===== src/rtl/inert_pkg.sv =====
// rtl/inert_pkg.sv - shared types and constants for the inertial sensor interface
package inert_pkg;

  localparam int INIT_WORDS_MAX = 4;

  // Sensor configuration frames, sent in index order after power-up.
  localparam logic [INIT_WORDS_MAX-1:0][15:0] INIT_CMDS =
    {16'h1460, 16'h1150, 16'h1053, 16'h0D02};

  localparam logic RD_BIT = 1'b1;

  typedef enum logic [2:0] {
    POR_WAIT,
    INIT_XFER,
    IDLE,
    RD_XFER,
    DONE
  } state_t;

endpackage


===== src/rtl/spi_frame_mnrch.sv =====
// rtl/spi_frame_mnrch.sv - SPI mode-3 master, one 16-bit frame per wrt, enforced inter-frame gap
module spi_frame_mnrch #(
  parameter int SCLK_DIV = 32
) (
  input  logic        clk,
  input  logic        rst,
  input  logic        wrt,
  input  logic [15:0] cmd,
  output logic        done,
  output logic [15:0] rd_data,
  output logic        SS_n,
  output logic        SCLK,
  output logic        MOSI,
  input  logic        MISO
);

  localparam int HALF = SCLK_DIV / 2;
  localparam int HW   = (HALF > 1) ? $clog2(HALF) : 1;

  logic [HW-1:0] hcnt;
  logic [HW-1:0] gap;
  logic [5:0]    half;
  logic          active;
  logic [15:0]   tx;
  logic [15:0]   rx;

  assign rd_data = rx;

  // Frame is 34 half-periods: front porch, 32 SCLK halves (odd = low), back porch.
  always_ff @(posedge clk) begin
    if (rst) begin
      SS_n   <= 1'b1;
      SCLK   <= 1'b1;
      MOSI   <= 1'b0;
      done   <= 1'b0;
      active <= 1'b0;
      hcnt   <= '0;
      half   <= '0;
      gap    <= '0;
      tx     <= '0;
      rx     <= '0;
    end else begin
      done <= 1'b0;
      if (!active) begin
        if (gap != '0) begin
          gap <= gap - HW'(1);
        end else if (wrt) begin
          active <= 1'b1;
          SS_n   <= 1'b0;
          tx     <= cmd;
          hcnt   <= '0;
          half   <= '0;
        end
      end else if (hcnt != HW'(HALF - 1)) begin
        hcnt <= hcnt + HW'(1);
      end else begin
        hcnt <= '0;
        if (half == 6'd33) begin
          active <= 1'b0;
          SS_n   <= 1'b1;
          done   <= 1'b1;
          gap    <= HW'(HALF - 1);
        end else begin
          half <= half + 6'd1;
          if (!half[0] && half <= 6'd30) begin
            SCLK <= 1'b0;
            MOSI <= tx[15];
            tx   <= {tx[14:0], 1'b0};
          end else if (half[0]) begin
            SCLK <= 1'b1;
            rx   <= {rx[14:0], MISO};
          end
        end
      end
    end
  end

endmodule


===== src/rtl/inert_intf_gen.sv =====
// rtl/inert_intf_gen.sv - inertial sensor interface: power-up config, INT-driven atomic channel reads
module inert_intf_gen
  import inert_pkg::*;
#(
  parameter int         NUM_CH     = 3,
  parameter logic [6:0] CH_BASE    = 7'h22,
  parameter int         SCLK_DIV   = 32,
  parameter int         POR_WAIT_W = 16,
  parameter int         INIT_WORDS = 4
) (
  input  logic                  clk,
  input  logic                  rst,
  input  logic                  INT,
  input  logic                  MISO,
  output logic                  SS_n,
  output logic                  SCLK,
  output logic                  MOSI,
  input  logic                  clr_ovr,
  output logic [NUM_CH*16-1:0]  ch_data,
  output logic                  vld,
  output logic                  busy,
  output logic                  ovr
);

  generate
    if (int'(CH_BASE) + 2 * NUM_CH - 1 > 127) begin : g_addr_range
      $error("inert_intf_gen: channel register range exceeds 7-bit address space");
    end
    if (INIT_WORDS < 1 || INIT_WORDS > INIT_WORDS_MAX) begin : g_init_range
      $error("inert_intf_gen: INIT_WORDS out of range of INIT_CMDS");
    end
  endgenerate

  state_t                  state, state_n;
  logic [POR_WAIT_W-1:0]   por_cnt;
  logic                    int_s1, int_s2, int_s3;
  logic                    int_edge;
  logic [7:0]              idx;
  logic [NUM_CH*16-1:0]    shadow;
  logic                    pend;
  logic                    wrt;
  logic [15:0]             cmd;
  logic                    done;
  logic [15:0]             rd_data;
  logic [6:0]              rd_addr;
  logic                    unused_rd_hi;

  assign int_edge     = int_s2 & ~int_s3;
  assign busy         = (state != IDLE);
  assign wrt          = (state == INIT_XFER) || (state == RD_XFER);
  assign rd_addr      = CH_BASE + idx[6:0];
  assign unused_rd_hi = &{1'b0, rd_data[15:8]};

  always_comb begin
    cmd = {RD_BIT, rd_addr, 8'h00};
    if (state == INIT_XFER) cmd = INIT_CMDS[idx[1:0]];
  end

  spi_frame_mnrch #(.SCLK_DIV(SCLK_DIV)) u_spi (
    .clk     (clk),
    .rst     (rst),
    .wrt     (wrt),
    .cmd     (cmd),
    .done    (done),
    .rd_data (rd_data),
    .SS_n    (SS_n),
    .SCLK    (SCLK),
    .MOSI    (MOSI),
    .MISO    (MISO)
  );

  always_ff @(posedge clk) begin
    if (rst) state <= POR_WAIT;
    else     state <= state_n;
  end

  always_comb begin
    state_n = state;
    case (state)
      POR_WAIT:  if (por_cnt == '1) state_n = INIT_XFER;
      INIT_XFER: if (done && idx == 8'(INIT_WORDS - 1)) state_n = IDLE;
      IDLE:      if (int_edge) state_n = RD_XFER;
      RD_XFER:   if (done && idx == 8'(2 * NUM_CH - 1)) state_n = DONE;
      DONE:      state_n = (pend || int_edge) ? RD_XFER : IDLE;
      default:   state_n = POR_WAIT;
    endcase
  end

  // Frame index returns to 0 whenever a transfer phase ends, so every phase starts at frame 0.
  always_ff @(posedge clk) begin
    if (rst) begin
      int_s1  <= 1'b0;
      int_s2  <= 1'b0;
      int_s3  <= 1'b0;
      por_cnt <= '0;
      idx     <= '0;
      shadow  <= '0;
      ch_data <= '0;
      vld     <= 1'b0;
      pend    <= 1'b0;
      ovr     <= 1'b0;
    end else begin
      int_s1 <= INT;
      int_s2 <= int_s1;
      int_s3 <= int_s2;
      vld    <= 1'b0;
      if (state == POR_WAIT && por_cnt != '1) por_cnt <= por_cnt + POR_WAIT_W'(1);
      if (done) begin
        if (state == RD_XFER) shadow[idx*8 +: 8] <= rd_data[7:0];
        idx <= (state_n != state) ? 8'd0 : idx + 8'd1;
      end
      if (state == DONE) begin
        ch_data <= shadow;
        vld     <= 1'b1;
        pend    <= 1'b0;
      end
      if (clr_ovr) ovr <= 1'b0;
      if (int_edge && (state == RD_XFER || state == DONE)) begin
        ovr <= 1'b1;
        if (state == RD_XFER) pend <= 1'b1;
      end
    end
  end

endmodule


===== config.mk =====
export PLATFORM = sky130hd
export DESIGN_NAME = inert_intf_gen
export DESIGN_NICKNAME = d
export VERILOG_FILES = /design/src/rtl/inert_pkg.sv /design/src/rtl/spi_frame_mnrch.sv /design/src/rtl/inert_intf_gen.sv
export SDC_FILE = /design/constraint.sdc
export NUM_CORES = 1
export LEC_CHECK = 0
export BUFFER_PORTS_ARGS = -buffer_cell sky130_fd_sc_hd__buf_2
export CAP_MARGIN = 10
export CORE_MARGIN = 3
export CORE_UTILIZATION = 35
export DETAILED_ROUTE_END_ITERATION = 16
export PLACE_DENSITY_LB_ADDON = 0.15
export SYNTH_ARGS = -nofsm -noshare
export SYNTH_HDL_FRONTEND = slang
export SYNTH_SLANG_ARGS = --single-unit

===== constraint.sdc =====
create_clock -name clk -period 4.5 [get_ports clk]
set_input_delay 0.675 -clock clk [delete_from_list [all_inputs] [get_ports clk]]
set_output_delay 0.675 -clock clk [all_outputs]
set_load 0.02 [all_outputs]

==> run_results.csv <==
group,metric,value,unit
timing,max_freq,0.3015,GHz
yosys,synth.top_cells.by_count,"dfxtp_1, nand2_1, a21oi_1",
cells_and_area,fin_util,41.10,%
yosys,synth-simple-area-share,24.86,%
die,placementRows,52,
clock_tree,path_clk_slew,70,ps
yosys,netlist_instances,872,
place,portBuffers,58,
routing,detail_route.first_pass.iterations,4,
grt,grt_pass1_wl,28.15,mm
grt,grt_util_all_layers,15.35,%
yosys,synth-seq-cells,172,
clock_tree,cts-buffers-inserted,17,
place,place_congestion,0.7943,
clock_tree,cts.sinks,172,
run,drv_cap,0,
yosys,synth-main-ff-cell,"dfxtp_1",
timing,tightest_slew,1015,ps
routing,wl_per_cell,14.39,um
timing,post-route-period-util,73.71,%
yosys,synthAdderAreaFrac,2.042,%
yosys,synth_cell_type_count,55,
die,die_h,150.9,um
routing,vias_per_cell,5.013,
critical_path,startpoint_type,"register",
critical_path,worstSetupPathType,"register to register",
die,initial_utilization,35.99,%
die,die_area,0.02278,mm2
grt,grt_max_degree,90,
hold_path,hold_path_class,"register to register",
timing,rsz0062_at_grt,"false",
routing,drtAntennaViolNets,0,
yosys,synth-xor-area-share,3.437,%
pwr,pwr-share-seq,48.6,%
critical_path,worst_path_max_delay_cell,"or4b_1",
grt,grt_overflow,0,
routing,via_count,5915,
timing,layout_min_cycle_time,3317,ps
clock_tree,clockRootBuffer,"clkbuf_16",
die,core,0.02043,mm2
pwr,switching_power,0.0007132,W
grt,grt_pass1_vias,5382,
routing,drt_iter0_markers,308,
routing,drc_errors,0,
yosys,synth.area.top_cells,"dfxtp_1, nand2_1, a21oi_1",
critical_path,cp_max_fo,16,
yosys,synth_top_area_share,46.83,%
yosys,synth_most_common_cell,"dfxtp_1",
clock_tree,insertion_delay,430,ps
yosys,syn-cell-area,0.007353,mm2
clock_tree,cts_tree,"done",
pwr,leakagePower,2.891,nW
critical_path,worstPathCellList,"inv_1, ha_1, nor4b_1, nor3b_1, ha_1, nand3_1, or4_4, or4b_1, mux2i_1",
critical_path,cpMostUsedCell,"ha_1",
cells_and_area,final_nets,914,
yosys,avgSynthCellArea,8.433,um2
cells_and_area,drive_gt1_share,11.54,%
timing,slew_violations,0,
yosys,yosysTopAreaCell,"dfxtp_1",
cells_and_area,areaGrowthSynthToFinish,14.17,%
die,io_pins,59,
critical_path,slowest_delay,790,ps
clock_tree,post_cts_buffers,0,
clock_tree,htree_levels,4,
clock_tree,post_cts_resize_count,0,
pwr,p_clk_share,47.0,%
clock_tree,postCtsHoldBufs,0,
yosys,synthesis.nets,889,
status,status,"finished clean",
critical_path,cpLargestDelayFamily,"simple AND/OR/NAND/NOR gates",
critical_path,cp_data_arrival_time,3620,ps
pwr,p_comb_share,4.3,%
routing,wl,16.98,mm
pwr,p_per_area,381.9,mW/mm2
place,place_hpwl,11.17,mm
yosys,synth.area.mux_share,4.900,%
die,die_w,150.9,um
yosys,synth_top_family_by_area,"simple AND/OR/NAND/NOR gates",
clock_tree,clk_path_buf_depth,2,
yosys,async_reset_ff_share,0,%
critical_path,end_kind,"register",
timing,hold_viol_final,0,
critical_path,worstPathRequired,4800,ps
pwr,internal_power,0.002493,W
critical_path,path_buf_inv,1,
cells_and_area,diodes,0,
pwr,vdd_ir_drop_max,0.2543,mV
yosys,synth_compound_area_share,13.85,%
timing,slew_headroom,32.21,%
timing,setup-violations-final,0,
pwr,swShare,22.25,%
yosys,synth_edf_count,0,
yosys,ys.warnings.count,0,
grt,antenna_found_initial,0,
yosys,ys_seq_area_share,46.83,%
timing,setup_tns,0,ps
timing,fin_skew,11.90,ps
-- cell type report --
type | instances | area, um2
Inverter | 21 | 78.83
Clock buffer | 23 | 457.9
Clock inverter | 9 | 137.6
Multi-Input combinational cell | 623 | 3617
Timing Repair Buffer | 62 | 322.8
Tap cell | 270 | 337.8
Fill cell | 2180 | 12030
Sequential cell | 172 | 3443
-- power groups by stage --
stage	clock [W]	sequential, W	combinational (W)
after floorplan	0	0.00159	0.000119
after global placement	0	0.00159	0.000140
after detailed placement	0	0.00159	0.000141
after CTS	0.00155	0.00156	0.000142
after global routing	0.00161	0.00156	0.000163
final	0.00151	0.00156	0.000139
-- per-stage QoR --
| step | setup WS [ps] | std cells | power (W) | hold WS, ps | instance area, um2 |
|---|---|---|---|---|---|
| after floorplan | 1573 | 872 | 0.001708 | 413.8 | 7353 |
| after global placement | 1258 | 1148 | 0.001733 | 437.3 | 7800 |
| after detailed placement | 1187 | 1148 | 0.001734 | 428.3 | 7800 |
| after CTS | 1182 | 1180 | 0.003249 | 446.0 | 8396 |
| after global routing | 944.9 | 1180 | 0.003338 | 467.1 | 8396 |
| final | 1183 | 1180 | 0.003206 | 439.4 | 8396 |
-- flip-flops by register name (all words and copies together) (netlist names), 3 cells and up --
name / count
ch_data: 48
shadow: 48
por_cnt: 16
u_spi.tx: 16
idx: 8
u_spi.rd_data: 8
u_spi.half: 6
u_spi.gap: 4
u_spi.hcnt: 4
state: 3
-- routing by layer --
metal	routed length (um)	track usage (%)	part of all wire (%)
met1	8460	21.37	50
met2	7788	24.22	46
met3	502	2.813	3.0
met4	225	4.760	1.3
met5	0	0	0
-- cells by family after synthesis --
kind of cell | Yosys count
compound gates | 169
flops | 172
simple gates | 378
fa+ha+maj | 12
xor+xnor | 28
mux | 36
buf+inv | 77
-- final timing paths --
kind	from	endpoint	slack (ps)	depth (start not counted)
worst max-delay path	idx[2]	shadow[44]	1180	9
worst min-delay path	int_s1	int_s2	440	1
worst max register to register	idx[2]	shadow[44]	1180	9
worst min register to register	int_s1	int_s2	440	1
-- cells in the final DEF, fill, tap and decap left out, types with 4 or more instances in the layout --
master	n
nand2_1	148
nand3_1	25
nand4_1	9
nor3b_1	6
a21oi_1	85
nand2b_1	30
or3_1	12
xnor2_1	15
nor4b_1	4
xor2_1	12
clkbuf_16	17
clkbuf_1	5
nor2b_1	18
mux2i_1	36
o211ai_1	4
or2_2	5
and3_1	4
nor2_1	62
ha_1	12
o22ai_1	5
dfxtp_1	172
or4_1	10
a22oi_1	5
buf_4	5
buf_2	57
inv_1	21
o21ai_0	34
a211oi_1	13
nor3_1	28
Power figures use the tool's default switching activity.
